--- config.mk ---
export PLATFORM = sky130hd
export DESIGN_NAME = moving_average_filter
export DESIGN_NICKNAME = d
export VERILOG_FILES = /design/src/rtl/moving_average_filter_pkg.sv /design/src/rtl/moving_average_filter_sample_ring.sv /design/src/rtl/moving_average_filter.sv
export SDC_FILE = /design/constraint.sdc
export NUM_CORES = 1
export LEC_CHECK = 0
export ABC_AREA = 1
export BUFFER_PORTS_ARGS = -buffer_cell sky130_fd_sc_hd__buf_4
export CORE_MARGIN = 8
export CORE_UTILIZATION = 56
export DETAILED_ROUTE_END_ITERATION = 10
export HOLD_SLACK_MARGIN = 0.1
export PLACE_DENSITY = 0.73
export SETUP_SLACK_MARGIN = 0.1
export SYNTH_ARGS = -nofsm -noshare
export SYNTH_HDL_FRONTEND = slang
export SYNTH_HIERARCHICAL = 1
export SYNTH_SLANG_ARGS = --single-unit
export TNS_END_PERCENT = 50
--- constraint.sdc ---
create_clock -name clk -period 6.16 [get_ports clk]
set_clock_uncertainty 0.15 [all_clocks]
set_input_delay 0.308 -clock clk [delete_from_list [all_inputs] [get_ports clk]]
set_output_delay 0.308 -clock clk [all_outputs]
set_load 0.02 [all_outputs]
--- src/rtl/moving_average_filter_pkg.sv ---
// Shared lane constants and types for the 16-bit signed sample path.
package moving_average_filter_pkg;

  localparam int unsigned SAMPLE_W = 16;

  typedef logic signed [SAMPLE_W-1:0] sample_t;

  function automatic int unsigned sum_width(input int unsigned log2_n);
    return SAMPLE_W + log2_n;
  endfunction

endpackage

--- src/rtl/moving_average_filter_sample_ring.sv ---
// N-entry register ring: exposes the entry about to be overwritten so the
// caller can evict and replace it in the same cycle.
module moving_average_filter_sample_ring
  import moving_average_filter_pkg::*;
#(
  parameter int unsigned LOG2_N = 3
) (
  input  logic    i_clk,
  input  logic    i_reset_n,
  input  logic    i_clear,
  input  logic    i_wr_en,
  input  sample_t i_wr_data,
  output sample_t o_evict
);

  localparam int unsigned N = 1 << LOG2_N;

  sample_t           r_mem [N];
  logic [LOG2_N-1:0] r_wr_ptr;

  assign o_evict = r_mem[r_wr_ptr];

  always_ff @(posedge i_clk) begin
    if (!i_reset_n || i_clear) begin
      for (int unsigned i = 0; i < N; i++) begin
        r_mem[i] <= '0;
      end
      r_wr_ptr <= '0;
    end else if (i_wr_en) begin
      r_mem[r_wr_ptr] <= i_wr_data;
      // N is a power of two, so the pointer wraps N-1 -> 0 on its own.
      r_wr_ptr        <= r_wr_ptr + LOG2_N'(1);
    end
  end

endmodule

--- src/rtl/moving_average_filter.sv ---
// Boxcar mean of the last 2^LOG2_N accepted samples using a running sum;
// one cycle of latency, one sample per clock.
module moving_average_filter
  import moving_average_filter_pkg::*;
#(
  parameter int unsigned LOG2_N = 3,
  parameter int unsigned ROUND  = 0
) (
  input  logic                       clk,
  input  logic                       reset_n,
  input  logic                       clear,
  input  logic signed [SAMPLE_W-1:0] sample_in,
  input  logic                       valid_in,
  output logic signed [SAMPLE_W-1:0] sample_out,
  output logic                       valid_out,
  output logic                       primed
);

  localparam int unsigned N      = 1 << LOG2_N;
  localparam int unsigned SUM_W  = sum_width(LOG2_N);
  localparam int unsigned RND_I  = (ROUND != 0) ? (1 << (LOG2_N - 1)) : 0;

  logic signed [SUM_W-1:0] r_sum;
  logic        [LOG2_N:0]  r_fill;
  sample_t                 r_sample_out;
  logic                    r_valid_out;

  sample_t                 w_evict;
  logic                    w_accept;
  logic signed [SUM_W-1:0] w_sum_next;
  logic signed [SUM_W:0]   w_rounded;
  logic signed [SUM_W:0]   w_shifted;
  logic                    w_ovf;
  sample_t                 w_mean;

  assign w_accept = valid_in && !clear;

  moving_average_filter_sample_ring #(
    .LOG2_N(LOG2_N)
  ) u_ring (
    .i_clk     (clk),
    .i_reset_n (reset_n),
    .i_clear   (clear),
    .i_wr_en   (w_accept),
    .i_wr_data (sample_in),
    .o_evict   (w_evict)
  );

  assign w_sum_next = r_sum + SUM_W'(sample_in) - SUM_W'(w_evict);

  // One guard bit keeps the rounding add from ever wrapping the sign.
  assign w_rounded = {w_sum_next[SUM_W-1], w_sum_next} + (SUM_W+1)'(RND_I);
  assign w_shifted = w_rounded >>> LOG2_N;
  assign w_ovf     = (ROUND != 0) && !w_shifted[SUM_W] &&
                     (|w_shifted[SUM_W-1:SAMPLE_W-1]);
  assign w_mean    = w_ovf ? sample_t'(16'sh7FFF) : w_shifted[SAMPLE_W-1:0];

  always_ff @(posedge clk) begin
    if (!reset_n) begin
      r_sum        <= '0;
      r_fill       <= '0;
      r_sample_out <= '0;
      r_valid_out  <= 1'b0;
    end else if (clear) begin
      r_sum       <= '0;
      r_fill      <= '0;
      r_valid_out <= 1'b0;
    end else begin
      r_valid_out <= valid_in;
      if (valid_in) begin
        r_sum        <= w_sum_next;
        r_sample_out <= w_mean;
        if (r_fill != (LOG2_N+1)'(N)) begin
          r_fill <= r_fill + (LOG2_N+1)'(1);
        end
      end
    end
  end

  assign sample_out = r_sample_out;
  assign valid_out  = r_valid_out;
  assign primed     = (r_fill == (LOG2_N+1)'(N));

endmodule

## Yosys cells after proc, flatten, opt, wreduce, memory -nomap -nowiden

Memory sizes are Yosys's and may differ from the RTL's. A register that Yosys moved wholly into a read port is not among the register bits.
Cells that the tools add are included.

| storage, ports and cells | value |
|---|---|
| bits in registers | 43 |
| RAM bits | 128 |
| bits of input ports | 20 |
| output and inout port bits | 18 |
| word-level logic and storage cells | 32 |
| memories | 1 |

Memory list:

| name | words | width | read ports | clocked after Yosys merged registers in | wr ports | line | RTL |
|---|---|---|---|---|---|---|---|
| u_ring.r_mem | 8 | 16 | 1 | 1 | 8 | moving_average_filter_sample_ring.sv:18 | `sample_t r_mem [N];` |

| cells by class | value |
|---|---|
| add/sub/neg operators | 4 |
| eq/ne operators | 2 |
| mux-type cells | 10 |
| bitwise operators | 2 |
| reduce and logical (&&, ||, !) cells | 8 |

Operators by type and width:

| kind | number |
|---|---|
| $add A19 B16 Y19 | 1 |
| $sub A19 B16 Y19 | 1 |
| $mux W16 | 1 |
| $reduce_or A16 Y1 | 1 |
| $mux W3 | 3 |
| $mux W1 | 6 |
| $add A4 B1 Y4 const B | 1 |
| $eq A4 B4 Y1 const B | 1 |
| $ne A4 B4 Y1 const B | 1 |
| $reduce_and A2 Y1 | 2 |
| $add A3 B1 Y3 const B | 1 |
| $logic_not A1 Y1 | 2 |
| $not A1 Y1 | 2 |
| $reduce_or A2 Y1 | 1 |
| $logic_and A1 B1 Y1 | 1 |
| $logic_or A1 B1 Y1 | 1 |

## Longest topological paths before layout

Gate-level depths: netlist (run 1).

| depth | value |
|---|---|
| depth in word-level cells | 7 |
| mapped depth | 22 |

## By module

The synthesis (run 1) kept the hierarchy.

By module, submodules not included:

| module | times used | cells each | area an instance (um^2) |
|---|---|---|---|
| moving_average_filter_sample_ring | 1 | 753 | 6525.0 |
| moving_average_filter | 1 | 499 | 3284.4 |

## Worst setup path before layout (run 1)

OpenSTA, ideal clock, no wires.

| timing path | value |
|---|---|
| kind | register to register |
| start point | register (tool-made name) |
| end point | register r_sum[16] |
| arrival time | 2.668 ns |
| setup slack | 3.233 ns |
| stages on the path, launching flop included | 21 |
| path through | dfxtp_1 -> clkbuf_1 -> inv_1 -> clkbuf_1 -> nand3_1 -> nand2_1 -> nand2_1 -> nand2_1 -> fa_1 -> inv_1 -> fa_1 -> nand3_1 -> nand3_1 -> nand2_1 -> nand2_1 -> nand2_1 -> nand2_1 -> nand2_1 -> nand3_1 -> nand2_1 -> inv_1 |

RTL lines:

| item | line | RTL |
|---|---|---|
| to (signal assigned) | moving_average_filter.sv:71 | `r_sum <= w_sum_next;` |
| to (decl) | moving_average_filter.sv:23 | `logic signed [SUM_W-1:0] r_sum;` |

==> flow_metrics.tcl, run 1 <==
set metrics [dict create \
    hold_viol_final 0 \
    cp-end-kind "flop" \
    routedWlPerCell_um 15.6 \
    die_w_um 148 \
    yosys.cell_types.count 36 \
    worst-setup-path-type "reg -> reg" \
    setup_ws_ps 2320 \
    rsz0062_at_grt "no" \
    slew_violations 0 \
    cpMaxStageDelayCell "inv_2" \
    clock_sinks 174 \
    path_max_fanout 64 \
    yosys_register_bits 174 \
    drive_gt1_frac 0.0864 \
    syn_to_final_growth_pct 10.2 \
    peakVddDrop_uv 201 \
    die_h_um 148 \
    vias_per_cell 5.17 \
    yosysWarnings 6 \
    first_iter_violations 734 \
    syn_inst 1252 \
    drtPass1Iterations 5 \
    vias 7809 \
    max_freq_mhz 261 \
    p_leak_nw 5.53 \
    finalCritPeriodShare 0.623 \
    clock_path_buffers 2 \
    dp_hpwl_um 15100 \
    setup_viol 0 \
    clk_pin_slew_ps 60 \
    cts_tree "built" \
    period_needed_ps 3840 \
    final_cell_mix "nand2_1 (323), inv_1 (289), nor2_1 (166), edfxtp_1 (128), nand3_1 (103)" \
    io_buffers 37 \
    wirelength_um 23600 \
    crit_family "simple AND/OR/NAND/NOR gates" \
    drc 0 \
    crit_chain "inv_2 > nand2_1 > nand3_1 > nand2_1 > nand2_1 > nand2_1 > fa_1 > inv_1 > ha_1 > a21oi_1 > nand2_1 > nand2_1 > nand3_2 > nand2_1 > nand2_1 > nand2_1 > nand3_1 > nand2_1 > inv_1" \
    synth_top_cell_area_share 0.392 \
    synth_area_per_cell_um2 7.83 \
    yosysSeqAreaShare 0.486 \
    hold_path_class "in -> reg" \
    multiInputGateArea_mm2 0.00372 \
    cts_buffers 17 \
    track_usage 0.220 \
    syn_nets 1313 \
    place.gp.congestion 0.880 \
    power.density_mw_per_mm2 292 \
    start_util 0.569 \
    final_common_cell "nand2_1" \
    gr-total-overflow 0 \
    cp_common_cell "nand2_1" \
    arrival_ps 4010 \
    grt_pass1_vias 7560 \
    regArea_mm2 0.00477 \
    synth_edf_count 128 \
    status "completed" \
    cp_num_buf_inv 3 \
    worst_slew_pin_slew_ps 1190 \
    fin_tns_setup_ps 0 \
    dieArea_mm2 0.0220 \
    grt_pass1_wl_um 37600 \
    grt_max_degree 65 \
    slew_headroom 0.204 \
    min_from "valid_in" \
    cts_max_level 4 \
    async_reset_ff_frac 0 \
    rows 48 \
    dpl_worst_slack_ps 2380 \
    clockRootBuffer "clkbuf_16" \
    nets 1332 \
    final_antenna_net_count 0 \
    fill_cells 1477 \
    clock_latency_ps 430 \
    start_kind "flop" \
    cap_violations 0 \
    cp_slowest_stage_delay_ps 830 \
    ios 38 \
    yosysTopAreaCell "edfxtp_1" \
    required_ps 6330 \
    whs_ps 125 \
    syn-cell-area_mm2 0.00981 \
    core_mm2 0.0172 \
    grt_antenna_before_repair 0 \
    synth_top_flop_cell "edfxtp_1" \
    synthTopCellsByArea "edfxtp_1 (39%), nand2_1 (12%), inv_1 (11%)" \
    antenna_cells 0 \
]
## worst paths after layout
path	endpoint	slack, ps	cells past startpoint
hold reg to reg	sample_out[2]	320	2
hold / removal	r_sum[12]	130	4
setup / recovery	r_sum[14]	2320	19
setup reg to reg	r_sum[14]	2320	19
## metal layers
| metal | up-vias | global-route usage | wire length [um] |
|---|---|---|---|
| met5 | - | 0 | 0 |
| met2 | 285 | 0.374 | 11500 |
| met1 | 3646 | 0.268 | 9740 |
| met3 | 57 | 0.0398 | 1580 |
| li1 | 3821 | - | - |
| met4 | 0 | 0.0979 | 795 |
## tightest hold or removal path, cell delays in order
cell     delay (ps)
buf_4           180
nand3_1         100
nand2_1          40
inv_1            40
## where the power goes
group	internal [mW]	total [mW]	switching [mW]
clock	0.667	1.13	0.463
sequential	1.32	1.34	0.0202
combinational	0.231	0.686	0.455
## metrics by stage
stage / cell area, um^2 / total power, mW / cells / util
2_1_floorplan: 9810 / 1.87 / 1252 / -
3_3_place_gp: 10200 / 2.02 / 1476 / 0.591
3_5_place_dp: 10200 / 2.03 / 1476 / 0.591
4_1_cts: 10800 / 3.16 / 1509 / 0.627
5_1_grt: 10800 / 3.31 / 1509 / 0.627
6_report: 10800 / 3.15 / 1509 / 0.627
## logic make-up (layout without fill, tap and decap cells)
| group | Yosys count | after routing | share of synthesized area |
|---|---|---|---|
| xor+xnor | 7 | 7 | 0.00625 |
| compound gates | 59 | 59 | 0.0332 |
| flops | 174 | 174 | 0.486 |
| fa+ha+maj | 41 | 41 | 0.0661 |
| simple gates | 635 | 635 | 0.274 |
| buf+inv | 336 | 368 | 0.135 |
## timing repair
action / in CTS / in global routing
hold endpoints to repair: 3 / 0
hold buffers: 1 / 0
resized for setup: 0 / 0
setup buffers: 0 / 0
## synth_stat cells, types with 5 or more instances
| cell | n |
|---|---|
| nor2_2 | 10 |
| ha_1 | 23 |
| inv_2 | 5 |
| o21ai_0 | 9 |
| a21oi_1 | 39 |
| inv_1 | 289 |
| buf_6 | 6 |
| clkbuf_1 | 19 |
| nand3_1 | 103 |
| nand2_2 | 7 |
| buf_2 | 16 |
| nand2_1 | 323 |
| dfxtp_1 | 46 |
| edfxtp_1 | 128 |
| fa_1 | 18 |
| nor2_1 | 167 |
## layout make-up
class | instances | area share
clock buffers | 21 | 0.0426
clock inverters | 11 | 0.0146
inverters | 294 | 0.102
multi-input cells | 742 | 0.344
flip-flops and latches | 174 | 0.441
well taps | 225 | 0.0260
repair buffers | 42 | 0.0294
## registers in the layout, indices dropped and copies added (netlist names), named ones only
signal / flops
u_ring/r_mem: 128
r_sum: 19
r_fill: 4
sample_out: 16
valid_out: 1
u_ring/r_wr_ptr: 3
Note: power is estimated with default switching activity, not from simulation.
==> run 2, diff against run 1 <==
--- a/config.mk
+++ b/config.mk
@@ -11,7 +11,7 @@
 export CORE_UTILIZATION = 56
 export DETAILED_ROUTE_END_ITERATION = 10
 export HOLD_SLACK_MARGIN = 0.1
-export PLACE_DENSITY = 0.73
+export PLACE_DENSITY = 0.76
 export SETUP_SLACK_MARGIN = 0.1
 export SYNTH_ARGS = -nofsm -noshare
 export SYNTH_HDL_FRONTEND = slang
==> constraint.sdc (replaced) <==
create_clock -name clk -period 3.5 [get_ports clk]
set_clock_uncertainty 0.15 [all_clocks]
set_input_delay 0.175 -clock clk [delete_from_list [all_inputs] [get_ports clk]]
set_output_delay 0.175 -clock clk [all_outputs]
set_load 0.02 [all_outputs]
==> run 2 against run 1 <==
  * Total power increased by 71%
  * Flip-flop and latch count unchanged
  * Register-to-register slack got worse by 2000 ps
  * Count of clock-buffer cells in the layout decreased by 2
  * Clock power increased by 58%
  * First-iteration DRC count increased by 2.7%
  * Maximum frequency increased by 19%
  * Die area unchanged
  * Combinational power increased by 82%
  * Critical path depth unchanged
  * Routed wire length decreased by 3.5%
  * Sequential power increased by 75%
==> flow_metrics.tcl, run 2 (synthesis gave the netlist of run 1 again) <==
set metrics [dict create \
    cp-end-kind "flop" \
    drtPass1Iterations 5 \
    top_register "u_ring/r_mem" \
    place.gp.congestion 0.911 \
    cp_slowest_stage_delay_ps 490 \
    drive_gt1_frac 0.0969 \
    post-route-util 0.643 \
    grt_max_degree 50 \
    final_antenna_net_count 0 \
    wirelength_um 22800 \
    cts_tree "built" \
    clock_path_buffers 2 \
    finalCritPeriodShare 0.918 \
    final_common_cell "nand2_1" \
    core_mm2 0.0172 \
    fin_tns_setup_ps 0 \
    fin_area_mm2 0.0111 \
    clockRootBuffer "clkbuf_16" \
    setup_viol 0 \
    cp_common_cell "nand2_1" \
    peakVddDrop_uv 353 \
    nets 1359 \
    pwr-share-clk 0.331 \
    hold_path_class "in -> reg" \
    clock_latency_ps 430 \
    dp_hpwl_um 15600 \
    worst-setup-path-type "reg -> reg" \
    cts_buffers 17 \
    first_iter_violations 754 \
    ios 38 \
    status "completed" \
    swShare 0.308 \
    start_kind "flop" \
    seq_power_share 0.437 \
    grt_antenna_before_repair 0 \
    grt_pass1_vias 7502 \
    max_freq_mhz 311 \
    crit_family "simple AND/OR/NAND/NOR gates" \
    drc 0 \
    cp_num_buf_inv 5 \
    power.density_mw_per_mm2 486 \
    vias 7821 \
    dpl_cell_area_mm2 0.0103 \
    path_max_fanout 27 \
    final_cell_mix "nand2_1 (322), inv_1 (288), nor2_1 (166), edfxtp_1 (128), nand3_1 (103)" \
    largest_reg_flops 128 \
    crit_chain "inv_2 > buf_12 > nand3_1 > nand2_1 > nand2_1 > nand2_1 > fa_1 > inv_1 > ha_1 > nand2_1 > inv_1 > a21oi_1 > nand3_2 > nand2_1 > nand2_1 > nand2_1 > nand3_1 > nand2_1 > inv_1" \
    rows 48 \
    rsz0062_at_grt "yes" \
    io_buffers 37 \
    cap_violations 0 \
    hold_viol_final 0 \
    comb_power_share 0.232 \
    die_h_um 148 \
    cts_max_level 4 \
    power_switching_mw 1.66 \
    worst_slew_pin_slew_ps 949 \
    grt_pass1_wl_um 36400 \
    slew_violations 0 \
    track_usage 0.209 \
    antenna_cells 0 \
    dieArea_mm2 0.0220 \
    setup_ws_ps 288 \
    syn_to_final_growth_pct 13.0 \
    dpl_worst_slack_ps 274 \
    die_w_um 148 \
    gr-total-overflow 0 \
    p_int_mw 3.73 \
    arrival_ps 3400 \
    p_leak_nw 5.64 \
    vias_per_cell 5.09 \
    clock_sinks 174 \
    start_util 0.569 \
    cpMaxStageDelayCell "fa_1" \
    period_needed_ps 3210 \
    slew_headroom 0.368 \
    clk_pin_slew_ps 70 \
    whs_ps 96.3 \
    routedWlPerCell_um 14.8 \
    required_ps 3690 \
]
run 2: cell types whose count changed in the layout (fill, tap and decap cells not counted), moves of 2 or more:
cell / previous run / this run
dlygate4sd3_1: 1 / 16
clkinvlp_4: 1 / 6
buf_12: 0 / 4
buf_4: 41 / 45
buf_6: 0 / 2
bufinv_16: 3 / 1
clkbuf_16: 17 / 19
clkbuf_8: 2 / 0
clkinv_4: 3 / 1
run 2: layout make-up:
class | count | area (um^2)
timing repair buffer | 69 | 651
sequential | 174 | 4770
multi-input combinational | 742 | 3730
fill | 1444 | 6150
inverter | 294 | 1110
tap | 225 | 282
clock buffer | 19 | 433
clock inverter | 13 | 118
run 2: power by group through the flow:
stage                     Sequential [mW]  Combinational, mW  Clock, mW
after floorplan                      2.41              0.869          0
after global placement               2.39               1.17          0
after detailed placement             2.40               1.20          0
after CTS                            2.35               1.22       1.80
after global routing                 2.36               1.40       1.89
final                                2.35               1.25       1.78
run 2: per-stage QoR:
stage,power [mW],std cells
after floorplan,3.28,1252
after detailed placement,3.59,1486
after global routing,5.65,1536
after global placement,3.56,1486
final,5.39,1536
after CTS,5.38,1534
run 2: path summary, 6_finish.rpt:
path / from / end / slack [ps] / cells after the start
worst min-delay path: sample_in[8] / u_ring/r_mem[0][8] / 100 / 3
worst max-delay path: flop / sample_out[11] / 290 / 19
worst min register to register: sample_out[3] / sample_out[3] / 320 / 2
worst max register to register: flop / sample_out[11] / 290 / 19
run 2: metal layers:
metal	GRT usage	routed length [um]
met4	0.0908	624
met2	0.357	11300
met5	0	0
met1	0.257	9590
met3	0.0337	1280
run 2: repair_timing:
action / 4_1_cts / 5_1_grt
endpoints found under the hold margin: 131 / 0
setup buffers: 0 / 0
gates resized for setup: 0 / 14
hold buffers: 16 / 0
endpoints found under the setup margin: 0 / 16
run 2: worst reg2reg max path, cell delays in order (launching register included):
cell,delay [ps]
dfxtp_1,410
inv_2,110
buf_12,190
nand3_1,110
nand2_1,50
nand2_1,60
nand2_1,110
fa_1,490
inv_1,40
ha_1,360
nand2_1,140
inv_1,90
a21oi_1,190
nand3_2,180
nand2_1,130
nand2_1,50
nand2_1,80
nand3_1,80
nand2_1,70
inv_1,30
==> run 3, diff against run 2 <==
--- a/config.mk
+++ b/config.mk
@@ -10,8 +10,10 @@
 export CORE_MARGIN = 8
 export CORE_UTILIZATION = 56
 export DETAILED_ROUTE_END_ITERATION = 10
+export GPL_TIMING_DRIVEN = 0
 export HOLD_SLACK_MARGIN = 0.1
 export PLACE_DENSITY = 0.76
+export REMOVE_ABC_BUFFERS = 1
 export SETUP_SLACK_MARGIN = 0.1
 export SYNTH_ARGS = -nofsm -noshare
 export SYNTH_HDL_FRONTEND = slang
==> run 3 against run 2 <==
  * Critical path depth is 12 lower
  * Flip-flop and latch count stayed put
  * Count of clock-buffer cells in the layout is 5 higher
  * Routed wire length is 5.6% higher
  * Sequential power hardly changed
  * Critical path type is now in -> reg
  * Critical endpoint is now u_ring/r_mem[7][3]
  * Largest cell class unchanged
==> flow_metrics.tcl, run 3 (synthesis gave the netlist of run 1 again) <==
set metrics [dict create \
    place.gp.congestion 0.856 \
    die_h_um 148 \
    cpMaxStageDelayCell "nand2_1" \
    grt_pass1_vias 7694 \
    wirelength_um 24100 \
    track_usage 0.223 \
    peakVddDrop_uv 354 \
    cap_violations 0 \
    required_ps 3390 \
    worst-setup-path-type "in -> reg" \
    clock_latency_ps 420 \
    clock_sinks 174 \
    crit_chain "dlygate4sd3_1 > buf_4 > nor2_1 > inv_2 > nor2_4 > nand2_2 > nand2_1" \
    cts_max_level 4 \
    clockRootBuffer "clkbuf_16" \
    swShare 0.294 \
    hold_path_class "in -> reg" \
    crit_family "simple AND/OR/NAND/NOR gates" \
    dieArea_mm2 0.0220 \
    min_path_cells 4 \
    nets 1368 \
    io_buffers 37 \
    drtPass1Iterations 5 \
    path_max_fanout 17 \
    timing.rr.end "r_sum[18]" \
    fin_tns_setup_ps 0 \
    rrSetupSlack_ps 270 \
    syn_to_final_growth_pct 15.6 \
    drive_gt1_frac 0.114 \
    cp_num_buf_inv 3 \
    hold_viol_final 0 \
    final_cell_mix "nand2_1 (318), inv_1 (288), nor2_1 (166), edfxtp_1 (128), nand3_1 (103)" \
    grt_max_degree 65 \
    min_from "valid_in" \
    whs_ps 197 \
    arrival_ps 3250 \
    cts_tree "built" \
    fill_cells 1367 \
    comb_power_share 0.233 \
    dp_hpwl_um 14500 \
    cp-end-kind "flop" \
    final_common_cell "nand2_1" \
    cts_buffers 17 \
    core_mm2 0.0172 \
    slew_headroom 0.331 \
    cp_slowest_stage_delay_ps 840 \
    top_register "u_ring/r_mem" \
    routedWlPerCell_um 15.6 \
    rows 48 \
    finalPower_mw 5.58 \
    max_freq_mhz 298 \
    multiInputGateArea_mm2 0.00378 \
    final_antenna_net_count 0 \
    post-route-util 0.658 \
    largest_reg_flops 128 \
    drc 0 \
    finalCritPeriodShare 0.958 \
    setup_viol 0 \
    p_leak_nw 5.74 \
    ios 38 \
    period_needed_ps 3350 \
    power.density_mw_per_mm2 492 \
    regArea_mm2 0.00478 \
    clock_path_buffers 2 \
    start_util 0.569 \
    status "completed" \
    vias 7979 \
    grt_antenna_before_repair 0 \
    hold_end "r_sum[1]" \
    die_w_um 148 \
    slew_violations 0 \
    worst_slew_pin_slew_ps 1000 \
    clk_pin_slew_ps 60 \
    p_int_mw 3.94 \
    first_iter_violations 735 \
    start_kind "input port" \
    grt_pass1_wl_um 38100 \
    gr-total-overflow 0 \
    antenna_cells 0 \
    rsz0062_at_grt "yes" \
    crit_cells 7 \
    vias_per_cell 5.16 \
    power_switching_mw 1.64 \
    reg2reg_depth 18 \
    pwr-share-clk 0.346 \
    seq_power_share 0.421 \
]
## run 3: changes by cell type in the layout (fill, tap and decap cells not counted), moves of 4 or more
cell     previous run  this run
a21oi_1            38        33
a21oi_2             4         9
ha_1               22        17
buf_4              45        49
ha_2                1         5
nand2_1           322       318
nand2_2             8        12
## run 3: how the worst max path moves through the flow
stage | from | to | slack, ps
5_1_grt | reset_n | u_ring/r_mem[1][3] | 30
3_3_place_gp | flop | sample_out[14] | -2510
6_report | clear | u_ring/r_mem[7][3] | 150
3_5_place_dp | flop | sample_out[9] | -930
4_1_cts | flop | r_sum[16] | 110
2_1_floorplan | flop | sample_out[8] | -750
## run 3: worst reg2reg max path: cells and delay by family, from the launching register on
kind          cells  cell delay [ps]
simple gates     11             1210
fa+ha+maj         2              880
buf+inv           5              470
flops             1              420
## run 3: layer usage
metal  up-vias  global-route usage  routed length [um]
met5         -                   0                   0
met4         0               0.101                 815
met3        64              0.0526                2200
met2       344               0.364               11500
met1      3678               0.277                9580
li1       3893                   -                   -
## run 3: repair_timing
action	CTS	global route
resized for setup	9	25
hold buffers	19	0
pin swaps	0	1
cloned	1	2
setup buffers	13	4
setup endpoints to repair	34	71
endpoints found under the hold margin	155	0
## run 3: per-stage QoR
| step | cell area, um^2 | instances | worst slack (ps) |
|---|---|---|---|
| after floorplan | 9590 | 1210 | -747 |
| after global placement | 10100 | 1472 | -2510 |
| after detailed placement | 10200 | 1474 | -929 |
| after CTS | 11100 | 1539 | 112 |
| after global routing | 11300 | 1545 | 34.4 |
| final | 11300 | 1545 | 146 |
## run 3: layout make-up
cell class / count / share of cell area
timing repair inverter: 1 / 0.000662
timing repair buffer: 77 / 0.0650
inverter: 294 / 0.100
clock inverter: 8 / 0.00640
tap: 225 / 0.0248
sequential: 174 / 0.421
multi-input combinational: 742 / 0.334
clock buffer: 24 / 0.0481
## run 3: power by group through the flow
| stage | Combinational [mW] | Clock (mW) | Sequential, mW |
|---|---|---|---|
| 2_1_floorplan | 0.851 | 0 | 2.42 |
| 3_3_place_gp | 1.14 | 0 | 2.40 |
| 3_5_place_dp | 1.18 | 0 | 2.40 |
| 4_1_cts | 1.22 | 1.96 | 2.35 |
| 5_1_grt | 1.46 | 2.04 | 2.36 |
| 6_report | 1.30 | 1.93 | 2.35 |
